===== config.mk =====
export PLATFORM = sky130hd
export DESIGN_NAME = logic_gate_ctrl_flat
export DESIGN_NICKNAME = d
export VERILOG_FILES = /design/src/rtl/logic_gate_ctrl_if.sv /design/src/rtl/logic_gate_ctrl.sv /design/src/flat_wrapper.sv
export SDC_FILE = /design/constraint.sdc
export NUM_CORES = 1
export LEC_CHECK = 0
export CAP_MARGIN = 20
export CORE_MARGIN = 2
export CORE_UTILIZATION = 40
export CTS_CLUSTER_DIAMETER = 120
export CTS_CLUSTER_SIZE = 20
export DETAILED_ROUTE_END_ITERATION = 8
export PLACE_DENSITY_LB_ADDON = 0.05
export REMOVE_ABC_BUFFERS = 1
export SLEW_MARGIN = 40
export SYNTH_ARGS = -nofsm -noshare
export SYNTH_HDL_FRONTEND = slang
export SYNTH_SLANG_ARGS = --single-unit

===== constraint.sdc =====
create_clock -name clk -period 2.5 [get_ports clk]
set_input_delay 0.625 -clock clk [delete_from_list [all_inputs] [get_ports clk]]
set_output_delay 0.625 -clock clk [all_outputs]
set_load 0.05 [all_outputs]

===== src/rtl/logic_gate_ctrl_if.sv =====
// Key inputs and LED/mode outputs of the logic-gate demo controller.
interface logic_gate_ctrl_if;
  logic       key_a_n;
  logic       key_b_n;
  logic       key_mode_n;
  logic       led_out_n;
  logic [3:0] led_mode_n;
  logic [1:0] mode;
  logic       mode_evt;

  modport master (
    output key_a_n, key_b_n, key_mode_n,
    input  led_out_n, led_mode_n, mode, mode_evt
  );

  modport slave (
    input  key_a_n, key_b_n, key_mode_n,
    output led_out_n, led_mode_n, mode, mode_evt
  );
endinterface


===== src/rtl/logic_gate_ctrl.sv =====
// Two-input logic-gate demo: synchronised, debounced keys drive a selectable
// NAND/NOR/XOR/XNOR gate; a mode key steps the function. All LEDs active-low.
module logic_gate_ctrl #(
  parameter int DEBOUNCE_CYCLES = 1000000,
  parameter int CNT_W           = 20
) (
  input  logic              clk,
  input  logic              rst,
  logic_gate_ctrl_if.slave  bus
);

  typedef enum logic [1:0] {
    MODE_NAND = 2'd0,
    MODE_NOR  = 2'd1,
    MODE_XOR  = 2'd2,
    MODE_XNOR = 2'd3
  } mode_e;

  localparam logic [CNT_W-1:0] CNT_TERM = CNT_W'(DEBOUNCE_CYCLES - 1);

  function automatic logic gate_eval(input mode_e m, input logic a, input logic b);
    logic r_s;
    case (m)
      MODE_NAND: r_s = ~(a & b);
      MODE_NOR:  r_s = ~(a | b);
      MODE_XOR:  r_s = a ^ b;
      MODE_XNOR: r_s = ~(a ^ b);
      default:   r_s = 1'b0;
    endcase
    return r_s;
  endfunction

  function automatic logic [3:0] mode_led_n(input mode_e m);
    logic [3:0] r_s;
    case (m)
      MODE_NAND: r_s = 4'b1110;
      MODE_NOR:  r_s = 4'b1101;
      MODE_XOR:  r_s = 4'b1011;
      MODE_XNOR: r_s = 4'b0111;
      default:   r_s = 4'b1111;
    endcase
    return r_s;
  endfunction

  // Key bit order: [0] = operand A, [1] = operand B, [2] = mode key.
  logic [2:0]       raw_s;
  logic [2:0]       sync1_r;
  logic [2:0]       sync2_r;
  logic [2:0]       stable_r;
  logic [CNT_W-1:0] cnt_r [3];

  mode_e      mode_r;
  mode_e      mode_nxt_s;
  logic       mode_prev_r;
  logic       press_s;
  logic       mode_evt_r;
  logic [3:0] led_mode_n_r;
  logic       led_out_n_r;

  assign raw_s = {bus.key_mode_n, bus.key_b_n, bus.key_a_n};

  // Two-flop synchroniser and per-key debounce counter.
  always_ff @(posedge clk) begin
    if (rst) begin
      sync1_r  <= 3'b111;
      sync2_r  <= 3'b111;
      stable_r <= 3'b111;
      for (int i = 0; i < 3; i++) begin
        cnt_r[i] <= '0;
      end
    end else begin
      sync1_r <= raw_s;
      sync2_r <= sync1_r;
      for (int i = 0; i < 3; i++) begin
        if (sync2_r[i] == stable_r[i]) begin
          cnt_r[i] <= '0;
        end else if (cnt_r[i] == CNT_TERM) begin
          stable_r[i] <= sync2_r[i];
          cnt_r[i]    <= '0;
        end else begin
          cnt_r[i] <= cnt_r[i] + CNT_W'(1);
        end
      end
    end
  end

  // A press is the 1 -> 0 transition of the debounced mode key.
  assign press_s = mode_prev_r & ~stable_r[2];

  // Next mode: one step per press, wrapping XNOR back to NAND.
  always_comb begin
    mode_nxt_s = mode_r;
    if (press_s) begin
      case (mode_r)
        MODE_NAND: mode_nxt_s = MODE_NOR;
        MODE_NOR:  mode_nxt_s = MODE_XOR;
        MODE_XOR:  mode_nxt_s = MODE_XNOR;
        MODE_XNOR: mode_nxt_s = MODE_NAND;
        default:   mode_nxt_s = MODE_NAND;
      endcase
    end else begin
      mode_nxt_s = mode_r;
    end
  end

  // Mode state register with event pulse and indicator decoded from next state.
  always_ff @(posedge clk) begin
    if (rst) begin
      mode_r       <= MODE_NAND;
      mode_prev_r  <= 1'b1;
      mode_evt_r   <= 1'b0;
      led_mode_n_r <= 4'b1110;
    end else begin
      mode_r       <= mode_nxt_s;
      mode_prev_r  <= stable_r[2];
      mode_evt_r   <= press_s;
      led_mode_n_r <= mode_led_n(mode_nxt_s);
    end
  end

  // Gate result uses the current mode register, so a coincident mode step
  // shows up one cycle after a coincident operand change.
  always_ff @(posedge clk) begin
    if (rst) begin
      led_out_n_r <= 1'b0;
    end else begin
      led_out_n_r <= gate_eval(mode_r, stable_r[0], stable_r[1]);
    end
  end

  assign bus.led_out_n  = led_out_n_r;
  assign bus.led_mode_n = led_mode_n_r;
  assign bus.mode       = mode_r;
  assign bus.mode_evt   = mode_evt_r;

endmodule


===== src/flat_wrapper.sv =====
// flat-port wrapper written by rule: the top's interface ports become plain ports
module logic_gate_ctrl_flat 
#(
  parameter int DEBOUNCE_CYCLES = 1000000,
  parameter int CNT_W           = 20
)
  (clk, rst, bus_key_a_n, bus_key_b_n, bus_key_mode_n, bus_led_out_n, bus_led_mode_n, bus_mode, bus_mode_evt);
  logic_gate_ctrl_if bus_i ();
  input  logic clk;
  input  logic rst;
  input wire logic [$bits(bus_i.key_a_n)-1:0] bus_key_a_n;
  input wire logic [$bits(bus_i.key_b_n)-1:0] bus_key_b_n;
  input wire logic [$bits(bus_i.key_mode_n)-1:0] bus_key_mode_n;
  output wire logic [$bits(bus_i.led_out_n)-1:0] bus_led_out_n;
  output wire logic [$bits(bus_i.led_mode_n)-1:0] bus_led_mode_n;
  output wire logic [$bits(bus_i.mode)-1:0] bus_mode;
  output wire logic [$bits(bus_i.mode_evt)-1:0] bus_mode_evt;
  assign bus_i.key_a_n = bus_key_a_n;
  assign bus_i.key_b_n = bus_key_b_n;
  assign bus_i.key_mode_n = bus_key_mode_n;
  assign bus_led_out_n = bus_i.led_out_n;
  assign bus_led_mode_n = bus_i.led_mode_n;
  assign bus_mode = bus_i.mode;
  assign bus_mode_evt = bus_i.mode_evt;
  logic_gate_ctrl #(.DEBOUNCE_CYCLES(DEBOUNCE_CYCLES), .CNT_W(CNT_W)) u_core (.clk(clk), .rst(rst), .bus(bus_i));
endmodule

==> results list <==
- Run status: completed
* Nature of the critical path endpoint: output port
- The clock passes through at most 2 buffers.
* Total negative slack: 0 ns
- Dividing the detail-routed wire length by the instance count gives 12.3 um.
- Setup violations remaining at the end of the flow were counted as 0.
* Post-synthesis cell count: roughly 380
* CP peak stage delay: about 0.86 ns
* HPWL Detailed: 5240 um
* Power density cells: 551 mW/mm^2
- In this design, the largest share of critical-path delay is due to buffers and inverters.
- For this run, the total global-route usage over all layers was measured as 0.145.
- The endpoint identified for the worst register-to-register timing path is u_core.cnt_r[1][11]$_SDFFCE_PN0P_.
* Hold WS: ~0.4 ns
* Die outline area: 0.0109 mm^2
- Dividing the final minimum period by the clock period gives 0.908.
- The routed layout has ~2,900 vias.
- Summing every instance area after synthesis gives about 0.0040 mm^2.
- TritonCTS Buffers: 9
- For hold timing, the worst endpoint is u_core.sync2_r[2]$_SDFF_PP1_.
* Initial core utilization: 0.412
* Worst-path maximum fanout: 5
- Final hold violation count: 0
- Routability congestion estimate: 0.766
- Number of standard-cell rows in the floorplan: 36
- The die is between 100 and 150 um wide.
* Total DRC errors in the routed layout: 0
- The critical path is of the reg2out type.
- The signal on the critical path passes through clkdlybuf4s50_1.
- With fillers left out, the area of the finished cells amounts to around 0.0048 mm^2.
- Clock-pin slew was measured on the worst setup and hold paths at 0.09 ns.
* Via density per instance: 4.87
- Setup repair after global routing left no endpoint under its margin.
- The Yosys step of the flow raised 0 warnings.
* Most frequent cell after synthesis: edfxtp_1
* Core area: 0.00982 mm^2
- Sorting the synthesized cells by area gives the leading types as edfxtp_1 45%, dfxtp_1 8.9%, nor2_1 4.5%, xor2_1 4.3%, xnor2_1 3.9%.
* Global-route wire length before repair: 12,800 um
* Clock skew: 0.0107 ns
- Synth area leader: edfxtp_1
- Clock tree synthesis selected as its root buffer the cell clkbuf_8.
- A synthesized cell averages 10.6 um^2.
- Relative max-transition margin: 0.645
- Sinks on Clock Net: 78
* Critical path buffer and inverter count: 1
- In this run the most critical hold path is launched from u_core.sync1_r[2]$_SDFF_PP1_.
* Violation count after the first detailed-routing iteration: roughly 120
- 0 antenna diodes ended up in the layout.
- Max_cap viols: 0
- Top-Level Pins: 13
- Number of unique standard cell types used by synthesis: 50
* Post-CTS resize count: 0
* Buffers inserted during post-CTS setup optimization: 0
* Most used standard cells in the synthesized netlist: 60 x edfxtp_1, 49 x nor2_1, 27 x nand3_1
- The clock tree synthesis step divided the H-tree into 3 levels.
- The later pin in the worst-skew pair is clocked with a latency of 0.35 ns.
- Data arrival time of the critical path: 1.65 ns
- For this design, the CTS-stage hold fixing added 0 buffers.
- Final count of pins violating max slew: 0
- Flip-flop and latch count after synthesis: 78
- The startpoint identified for the worst register-to-register timing path is u_core.cnt_r[1][12]$_SDFFCE_PN0P_.
- The initial antenna violation count was 0.
- Grt ovf: 0
- Number of filler instances in the final layout: 960
- Vias in the first global route: approximately 2,700
- Total detailed-routing wirelength: 7320 um
- Post-synth top area share: 0.445
- Summed over all cells, the static leakage comes to roughly 0.0016 uW.
- Measured in cells, the most critical reg-to-reg path has a length of 5.
- Min Clock Period, post-route: 2.27 ns
- For the worst setup path, the data required time is between 1.5 and 2 ns.
- Timing would allow up to 440 MHz.
* Share of flip-flops with an asynchronous set or reset: 0
- Of the cells placed in the final design, the portion with a size suffix greater than 1 is 0.0907.
- For the pin with the worst max-slew slack, the measured transition is 0.531 ns.
- Clock tree from TritonCTS: done
- The min-delay analysis places its worst path in the category reg2reg.
- Flop2flop setup slack: 0.26 ns
- For this run, the register share of the synthesized area comes to 0.534.
* Final core utilization: 0.485
- After the last flow step, the layout net total stands at ~470.
- Number of input and output port buffers inserted: 12
- Entering global routing, the biggest net connects 21 pins.
* Final antenna-violating net count: 0
- For this run, the detailed router's first-pass iteration total came to 4.
* Worst Hold Depth: 1
- Maximum vdd ir drop: 0.000243 V
* Die H: roughly 100 um
- Compared with the post-synthesis result, the final layout area differs by 17.8%.
- In this run, synthesis inferred 60 flip-flops with an integrated enable.
- The slowest stage of the critical path belongs to the cell clkdlybuf4s50_1.
* Standard cell area after detailed placement: roughly 0.0045 mm^2
- STA classifies the critical path startpoint as a flip-flop.
- In the synthesized netlist the dominant register cell turns out to be edfxtp_1.
-- power by group --
group	leakage, uW	internal [uW]	switching (uW)
Sequential	0.000766	1440	49.5
Clock	0.000104	551	483
Combinational	0.000759	45.1	59.2
-- cells in the final DEF (no fill, tap or decap), drive strengths merged, types with 4 or more instances in the layout --
cell type / netlist / routed
clkbuf: 8 / 12
buf: 4 / 7
ha: 9 / 9
nor4b: 4 / 4
dfxtp: 18 / 18
nor3: 8 / 8
o31ai: 11 / 11
nor4: 5 / 5
or2: 8 / 8
clkdlybuf4s50: 0 / 12
xnor2: 18 / 18
conb: 1 / 60
or4b: 5 / 5
inv: 15 / 16
xor2: 20 / 20
nand4: 16 / 16
edfxtp: 60 / 60
nor2: 49 / 49
nand2: 18 / 18
o21ai: 10 / 10
and3: 7 / 7
nand3: 27 / 27
or4: 12 / 12
or3: 9 / 9
a21oi: 20 / 20
-- state kept, by name, summed over array words and instances (netlist names) --
register,cells
u_core.cnt_r,60
u_core.bus.mode_evt,1
u_core.stable_r,3
u_core.sync1_r,3
u_core.bus.led_out_n,1
u_core.bus.led_mode_n,4
u_core.sync2_r,3
u_core.bus.mode,2
u_core.mode_prev_r,1
-- metrics by stage --
stage / setup slack, ns / power, uW / instances
2_1_floorplan: 0.323 / 1580 / 428
3_3_place_gp: 0.257 / 1620 / 580
3_5_place_dp: 0.271 / 1620 / 580
4_1_cts: 0.184 / 2670 / 596
5_1_grt: 0.156 / 2740 / 596
6_report: 0.230 / 2630 / 596
-- worst register-to-register path: stages, from the launching register on --
cell and delay [ns]:
edfxtp_1 0.45, or4b_1 0.53, or4_4 0.56, o21ai_4 0.15, buf_4 0.22, nor2_1 0.08
-- cells by family after synthesis --
group                    share of synthesized area
AO/OA/AOI/OAI                               0.0782
other                                     0.000927
flip-flops                                   0.534
XOR/XNOR                                    0.0823
adder cells (fa/ha/maj)                     0.0278
multiplexers                                0.0105
buffers and inverters                       0.0281
AND/OR/NAND/NOR                              0.238
-- final cells by class --
type / instances / area, um^2 / area share
well taps: 133 / 166 / 0.0349
flip-flops and latches: 78 / 2160 / 0.454
clock buffers: 12 / 166 / 0.0349
repair buffers: 19 / 173 / 0.0362
clock inverters: 4 / 51.3 / 0.0108
multi-input cells: 335 / 1990 / 0.418
inverters: 15 / 56.3 / 0.0118
-- how the worst max path moves through the flow --
stage	startpoint	slack [ns]	endpoint	cells past startpoint
floorplan	u_core.cnt_r[1][6]$_SDFFCE_PN0P_	0.32	u_core.cnt_r[1][10]$_SDFFCE_PN0P_	4
global placement	u_core.cnt_r[1][13]$_SDFFCE_PN0P_	0.26	u_core.cnt_r[1][9]$_SDFFCE_PN0P_	5
detailed placement	u_core.cnt_r[1][13]$_SDFFCE_PN0P_	0.27	u_core.cnt_r[1][8]$_SDFFCE_PN0P_	5
CTS	u_core.bus.mode[1]$_SDFF_PP0_	0.18	bus_mode[1]	1
global route	u_core.cnt_r[1][10]$_SDFFCE_PN0P_	0.16	u_core.cnt_r[1][14]$_SDFFCE_PN0P_	5
finish	u_core.bus.mode[1]$_SDFF_PP0_	0.23	bus_mode[1]	1
-- layer usage --
layer / routed length [um] / global-route usage / vias to the layer above
met5: 0 / 0 / -
met4: 155 / 0.0714 / 0
met3: 183 / 0.0237 / 11
met2: 3060 / 0.205 / 40
met1: 3920 / 0.214 / 1349
li1: - / - / 1502
No activity file was read; power rests on OpenSTA's default activity.
